**src/rtl/inst_fetch.sv**
```systemverilog
// ---------------------------------------------------------------------------
// inst_fetch
//
// Instruction fetch stage. It issues word-aligned read requests to the
// instruction memory, places the returned words in a small in-order buffer,
// and presents the buffer head to the decode stage. A taken branch/jump
// (i_jump_en) flushes the buffer and redirects fetch. If the redirect
// arrives while a memory request is still outstanding, the response to that
// old request is discarded when it eventually arrives.
//
// Parameters
//   RESET_PC   first fetch address after reset
//   BUF_DEPTH  fetched-instruction buffer entries (power of two, >= 2)
//
// Ports
//   i_clk        clock, all state updates on the rising edge
//   i_reset      synchronous active-high reset
//   o_imem_req   read request, held until i_imem_ack
//   o_imem_addr  word-aligned read address, stable while o_imem_req=1
//   i_imem_ack   memory completes the current request this cycle
//   i_imem_data  instruction word, valid with i_imem_ack
//   i_jump_en    redirect fetch to i_jump_addr
//   i_jump_addr  redirect target (low two bits ignored)
//   i_stall      downstream cannot accept the presented instruction
//   o_valid      o_pc_addr/o_inst_data hold a valid instruction
//   o_pc_addr    pc of the presented instruction (0 when not valid)
//   o_inst_data  presented instruction (NOP when not valid)
// ---------------------------------------------------------------------------
module inst_fetch #(
   parameter logic [31:0] RESET_PC  = 32'h0000_0000,
   parameter int unsigned BUF_DEPTH = 2
) (
   input  logic        i_clk,
   input  logic        i_reset,
   output logic        o_imem_req,
   output logic [31:0] o_imem_addr,
   input  logic        i_imem_ack,
   input  logic [31:0] i_imem_data,
   input  logic        i_jump_en,
   input  logic [31:0] i_jump_addr,
   input  logic        i_stall,
   output logic        o_valid,
   output logic [31:0] o_pc_addr,
   output logic [31:0] o_inst_data
);

   localparam int unsigned     PTR_W    = (BUF_DEPTH > 1) ? $clog2(BUF_DEPTH) : 1;
   localparam int unsigned     CNT_W    = $clog2(BUF_DEPTH) + 1;
   localparam logic [CNT_W-1:0] DEPTH_C  = CNT_W'(BUF_DEPTH);
   localparam logic [31:0]     NOP_INST = 32'h0000_0013;

   // S_IDLE: no request outstanding
   // S_BUSY: request outstanding for fpc
   // S_DROP: request outstanding for a stale address; its data is thrown away
   typedef enum logic [1:0] {
      S_IDLE = 2'd0,
      S_BUSY = 2'd1,
      S_DROP = 2'd2
   } fetch_state_e;

   fetch_state_e     state_q, state_d;
   logic [31:0]      fpc_q, fpc_d;
   logic [31:0]      drop_addr_q, drop_addr_d;
   logic [PTR_W-1:0] rd_ptr_q, rd_ptr_d;
   logic [PTR_W-1:0] wr_ptr_q, wr_ptr_d;
   logic [CNT_W-1:0] count_q, count_d;
   logic [31:0]      buf_pc_q   [BUF_DEPTH];
   logic [31:0]      buf_pc_d   [BUF_DEPTH];
   logic [31:0]      buf_inst_q [BUF_DEPTH];
   logic [31:0]      buf_inst_d [BUF_DEPTH];

   logic             head_valid;
   logic             pop;
   logic             push;
   logic [CNT_W-1:0] count_after;
   logic             space;
   logic             jump_addr_unused;

   // Instructions are word aligned, so the low target bits carry no meaning.
   assign jump_addr_unused = ^i_jump_addr[1:0];

   // A jump overrides both buffer operations for the cycle. "space" looks at
   // the occupancy as it will be after this cycle's pop and push, so a full
   // buffer being drained this cycle already allows the next request.
   always_comb begin
      head_valid  = (count_q != '0);
      pop         = head_valid && !i_stall && !i_jump_en;
      push        = (state_q == S_BUSY) && i_imem_ack && !i_jump_en;
      count_after = count_q - {{(CNT_W-1){1'b0}}, pop}
                            + {{(CNT_W-1){1'b0}}, push};
      space       = (count_after < DEPTH_C);
   end

   always_comb begin
      state_d     = state_q;
      fpc_d       = fpc_q;
      drop_addr_d = drop_addr_q;
      rd_ptr_d    = rd_ptr_q;
      wr_ptr_d    = wr_ptr_q;
      count_d     = count_after;
      buf_pc_d    = buf_pc_q;
      buf_inst_d  = buf_inst_q;

      if (push) begin
         buf_pc_d[wr_ptr_q]   = fpc_q;
         buf_inst_d[wr_ptr_q] = i_imem_data;
         wr_ptr_d             = wr_ptr_q + PTR_W'(1);
         fpc_d                = fpc_q + 32'd4;
      end

      if (pop) begin
         rd_ptr_d = rd_ptr_q + PTR_W'(1);
      end

      // In S_BUSY a push always fits: the request was only launched when the
      // buffer had room, and only pops have happened since.
      case (state_q)
         S_IDLE: begin
            if (space) begin
               state_d = S_BUSY;
            end
         end
         S_BUSY: begin
            if (i_imem_ack) begin
               state_d = space ? S_BUSY : S_IDLE;
            end
         end
         S_DROP: begin
            if (i_imem_ack) begin
               state_d = S_IDLE;
            end
         end
         default: begin
            state_d = S_IDLE;
         end
      endcase

      // Redirect: flush everything and restart from the target. An
      // unacknowledged request cannot be withdrawn, so its address is kept
      // on the bus in S_DROP until the memory answers.
      if (i_jump_en) begin
         fpc_d    = {i_jump_addr[31:2], 2'b00};
         rd_ptr_d = '0;
         wr_ptr_d = '0;
         count_d  = '0;
         case (state_q)
            S_BUSY: begin
               if (i_imem_ack) begin
                  state_d = S_IDLE;
               end else begin
                  state_d     = S_DROP;
                  drop_addr_d = fpc_q;
               end
            end
            S_DROP: begin
               state_d = i_imem_ack ? S_IDLE : S_DROP;
            end
            default: begin
               state_d = S_IDLE;
            end
         endcase
      end
   end

   always_ff @(posedge i_clk) begin
      if (i_reset) begin
         state_q     <= S_IDLE;
         fpc_q       <= RESET_PC;
         drop_addr_q <= RESET_PC;
         rd_ptr_q    <= '0;
         wr_ptr_q    <= '0;
         count_q     <= '0;
      end else begin
         state_q     <= state_d;
         fpc_q       <= fpc_d;
         drop_addr_q <= drop_addr_d;
         rd_ptr_q    <= rd_ptr_d;
         wr_ptr_q    <= wr_ptr_d;
         count_q     <= count_d;
      end
   end

   // Buffer storage needs no reset: entries are only visible through
   // count_q, which reset clears.
   always_ff @(posedge i_clk) begin
      buf_pc_q   <= buf_pc_d;
      buf_inst_q <= buf_inst_d;
   end

   always_comb begin
      o_imem_req  = (state_q != S_IDLE);
      o_imem_addr = (state_q == S_DROP) ? drop_addr_q : fpc_q;
      o_valid     = head_valid;
      o_pc_addr   = 32'h0;
      o_inst_data = NOP_INST;
      if (head_valid) begin
         o_pc_addr   = buf_pc_q[rd_ptr_q];
         o_inst_data = buf_inst_q[rd_ptr_q];
      end
   end

endmodule

```
**config.mk**
```make
export PLATFORM = sky130hd
export DESIGN_NAME = inst_fetch
export DESIGN_NICKNAME = d
export VERILOG_FILES = /design/src/rtl/inst_fetch.sv
export SDC_FILE = /design/constraint.sdc
export NUM_CORES = 1
export LEC_CHECK = 0
export ABC_AREA = 0
export ABC_CLOCK_PERIOD_IN_PS = 7000
export CAP_MARGIN = 20
export CORE_MARGIN = 4
export CORE_UTILIZATION = 52
export CTS_BUF_LIST = sky130_fd_sc_hd__clkbuf_16
export CTS_CLUSTER_SIZE = 12
export DETAILED_ROUTE_END_ITERATION = 6
export PLACE_DENSITY = 0.81
export SYNTH_ARGS = -nofsm -noshare
export SYNTH_HDL_FRONTEND = slang
export SYNTH_SLANG_ARGS = --single-unit
```
**constraint.sdc**
```tcl
create_clock -name i_clk -period 7 [get_ports i_clk]
set_clock_uncertainty 0.15 [all_clocks]
set_input_delay 1.05 -clock i_clk [delete_from_list [all_inputs] [get_ports i_clk]]
set_output_delay 1.05 -clock i_clk [all_outputs]
set_load 0.03 [all_outputs]
```
-- Yosys cells after proc, flatten, opt, wreduce, memory -nomap -nowiden
Index checks and enable logic that the tools add are counted.
- logic and storage cells: 66
- latch bits: 0
- bits of input ports: 69
- memories kept: 0
- memory bits (writable): 0
- bits in registers: 198
- ROM bits: 0
- shift operators: 0
- add/subtract/negate cells: 5
- multipliers: 0
- eq/ne operators: 5
- bitwise logic cells: 3
- magnitude comparators: 4
- reductions and logical operators: 15
- divide/modulo/power cells: 0
- multiplexer cells: 23
- operators with widths (operator ; number):
    32-bit two-way mux ; 12
    64-bit bitwise mux ; 2
    32-bit by 3-bit adder with 32-bit output, second input constant ; 1
    32-bit demux with 1-bit select ; 1
    2-bit two-way mux ; 6
    3-bit inequality test, second input constant ; 3
    2-bit one-hot mux with 3 select lines ; 1
    3-bit AND reduction ; 2
    2-bit nonzero test ; 3
    1-bit logical AND ; 5
    2-bit >= comparator, second input constant ; 2
    1-bit inverter with 2-bit output ; 2
    2-bit OR reduction ; 2
    1-bit adder, second input constant ; 2
    2-bit by 1-bit adder with 2-bit output ; 1
    2-bit by 1-bit equality test with 1-bit output, second input constant ; 1
    2-bit equality test, second input constant ; 1
    1-bit zero test ; 2
    2-bit zero test ; 1
    2-bit by 1-bit < comparator with 1-bit output, second input constant ; 1
    2-bit < comparator, second input constant ; 1
    2-bit by 1-bit subtractor with 2-bit output ; 1
    1-bit two-way mux ; 1
    1-bit inverter ; 1

-- Depth between registers and ports, before layout
- depth after elaboration: 10
- gate-level depth with buffers: 12
- depth with buffers taken out: 10

-- Worst setup path before layout
No wires, ideal clock.
- kind: input to register
- start point: input i_jump_en
- end point: register buf_inst_q[0] (netlist name) (enable)
- cell stages on the path: 6
- data arrival time: 4587 ps
- path slack: 1781 ps
- setup time: 482 ps
- cells stage by stage: clkbuf_1 -> inv_1 -> clkbuf_1 -> clkbuf_1 -> nand3_1 -> nor2_1
- longest elaborated chain between the ends: 2
- RTL lines (element ; RTL line ; text):
    start, declared ; 39 ; input logic i_jump_en,
    1-bit zero test ; 88 ; push = (state_q == S_BUSY) && i_imem_ack && !i_jump_en;
    1-bit logical AND ; 88 ;
    end signal, assigned ; 187 ; buf_inst_q <= buf_inst_d;
    end, declared ; 69 ; logic [31:0] buf_inst_q [BUF_DEPTH];
Every way passes these cells.
A chain may end at the register's enable or synchronous reset.

-- Final worst setup path
- start point: register rd_ptr_q
- end point: output o_pc_addr[19]
- longest elaborated chain between the ends: 5
- RTL lines (element ; RTL line ; text):
    start, declared ; 64 ; logic [PTR_W-1:0] rd_ptr_q, rd_ptr_d;
    start signal, assigned ; 177 ; rd_ptr_q <= rd_ptr_d;
    1-bit inverter with 2-bit output (not written as such) ; 197 ; o_pc_addr = buf_pc_q[rd_ptr_q];
    32-bit two-way mux (not written as such) (3 in series) ; 197 ;
    32-bit two-way mux ; 196 ; if (head_valid) begin
    end, declared ; 43 ; output logic [31:0] o_pc_addr,
Every way passes these cells. The select of a mux whose other input is x is not followed.

==> reports/summary.txt <==
R2r setup slk: 4.10 ns
Die Y: 134 um
Hold crit path type: reg2reg
NumNets Final: 934
Status: finished, final reports clean
Resize count post-CTS: 0
Core Util, Final: 69.1%
Layout cell share with drive strength beyond 1: 8.83%
Hold Crit Depth: 2
CTS tree: done
Fmax: 0.264 GHz
Num rows: 45
Antenna fix cells: 0
Starting density of the core: 53.7%
CTS buffer count: 17
Startpoint types: register
Leak: 3.42 nW
GRT Residual Overflow: 0
Area leader, netlist: edfxtp_1
Worst Tran Pin Value: 1.12 ns
CTS Hold Bufs: 0
Wire per inst: 18.2 um
Port Buffers: 160
Period utilization: 54.2%
Max IR drop VDD: 152 uV
Final ANT Viol Nets: 0
Drt via density: 5.72
Clock net sink count: 190
P per Cell Area: 228 mW/mm^2
Crit end category: output pin
Fillers: 1113
Post-synth EDFFs: 124
Crit path time final: 3.79 ns
Synth area leaders: edfxtp_1 45%, dfxtp_1 16%, mux2i_1 7.5%
Synth warnings: 0
R2R depth: 5
Drt pass-1 iters: 5
FF+latch area: 0.00505 mm^2
RSZ-0062 raised after global routing: false
Worst EP required: 5.80 ns
Iter 0 DRT Violations: 594
Max-Cap Viols: 0
Vias in the first global route: 6073
Mapped Area: 0.00825 mm^2
CP Max Fanout: 63
Initial antenna violation count: 0
Count of pins over their slew limit: 0
Syn-to-layout area delta: 28.8%
CTS Buffer Depth: 2
DR vias: 6191
Crit path DAT: 2.59 ns
Drt drc: 0
I/O Pins: 167
Fin. Hold Viols: 0
Clk_lat worst skew: 0.42 ns
GRT Total Usage: 21.8%
Multi-input gate area: 0.00295 mm^2
#FFs+latches synth: 190
DIE WIDTH: 134 um
Synth cell types: 57
H-tree levels: 4
Syn Inst Count: 722
Post-synth top area share: 45.1%
Final wirelength: 19700 um
Clk slew on worst S/H paths: 0.07 ns
Critical path type: reg2out
Dominant synthesized flop cell: edfxtp_1
Gp weighted congestion: 0.845
Largest net degree at the start of global routing: 64
Wire length of the first global-routing pass: 31400 um
Syn Area/Cell: 11.4 um^2
Share of async-settable or async-resettable flops after synthesis: 0%
Sequential fraction of the synthesis area: 61.2%
Post-CTS setup buffer count: 0
Die Area: 0.0179 mm^2
Endpoints failing setup: 0
Core ar.: 0.0154 mm^2
HPWL after detailed placement: 13000 um
Slew headroom: 25.0%
CTS root buf: clkbuf_16
Setup tns final: 0 ns
## placed cells by master (no fill, tap or decap), types with 9 or more instances in the layout
cell               n
inv_1             20
buf_4              9
nor4_1            11
clkdlybuf4s50_1  159
nand4_1           11
nand2_1           88
nor3_1            11
o21ai_0           13
nor2_1            83
clkbuf_16         17
xnor2_1           11
mux2i_1           62
a211oi_1          10
a21oi_1           35
dfxtp_1           65
edfxtp_1         124
mux2_2            24
nand3_1           14
## where the power goes
part | internal (W) | switching, W
clock | 0.000560 | 0.000406
sequential | 0.00122 | 0.0000335
combinational | 0.0000937 | 0.000107
total | 0.00187 | 0.000547
## worst max-delay path: stages (launching register included)
cell and delay (ns):
dfxtp_4 1.11, mux2i_1 0.18, nor2_1 0.14, clkdlybuf4s50_1 0.74
## routing by layer
metal  vias to the layer above  part of all wire, %  wire (um)  GRT usage [%]
met3                        46                  7.1       1390           4.39
met5                         -                    0          0              0
met1                      2964                   42       8320           29.2
met4                         0                  2.5        495           8.11
met2                       282                   48       9470           35.5
li1                       2899                    -          -              -
## Yosys cell counts (all sizes together) (7+ instances only)
cell type / instances
mux2i: 62
mux2: 24
a311oi: 7
dfxtp: 66
nand2: 88
inv: 19
nand4: 11
a21oi: 35
nor2: 86
xnor2: 11
clkbuf: 43
a211oi: 10
nand3: 14
o21ai: 13
edfxtp: 124
buf: 12
nor4: 12
nor3: 11
## flip-flops by register name, indices dropped and copies added (netlist names)
name         flops
rd_ptr_q         1
wr_ptr_q         1
buf_inst_q      64
state_q          2
count_q          2
drop_addr_q     30
fpc_q           30
buf_pc_q        60
## path summary, 6_finish.rpt
path | startpoint | to
hold / removal | drop_addr_q[27] | drop_addr_q[27]
setup reg to reg | state_q[1] | buf_pc_q[60]
setup / recovery | rd_ptr_q | o_pc_addr[19]
hold reg to reg | drop_addr_q[27] | drop_addr_q[27]
## metrics by stage
step	total power, W	worst slack, ns	cells	area, um^2	hold WS [ns]
floorplan	0.00137	1.78	725	8260	0.274
global placement	0.00146	3.19	1050	10000	0.289
detailed placement	0.00147	3.06	1051	10000	0.296
CTS	0.00243	3.15	1083	10600	0.306
global route	0.00249	3.06	1083	10600	0.334
finish	0.00242	3.21	1083	10600	0.303
## layout make-up
class                           count  share of cell area (%)
Sequential cell                   190                    47.5
Clock buffer                       17                    4.00
Timing Repair Buffer              170                    15.9
Tap cell                          211                    2.49
Inverter                           19                   0.671
Multi-Input combinational cell    461                    27.8
Clock inverter                     15                    1.59
## kinds of logic after synthesis
family                   after synthesis  share of synthesized area, %
AO/OA/AOI/OAI                         97                          7.92
XOR/XNOR                              14                          1.49
buffers and inverters                 74                          3.59
flip-flops                           190                          61.2
AND/OR/NAND/NOR                      254                          14.1
other                                  1                        0.0455
adder cells (fa/ha/maj)                6                         0.910
multiplexers                          86                          10.8
(Power assumes the default switching activity.)
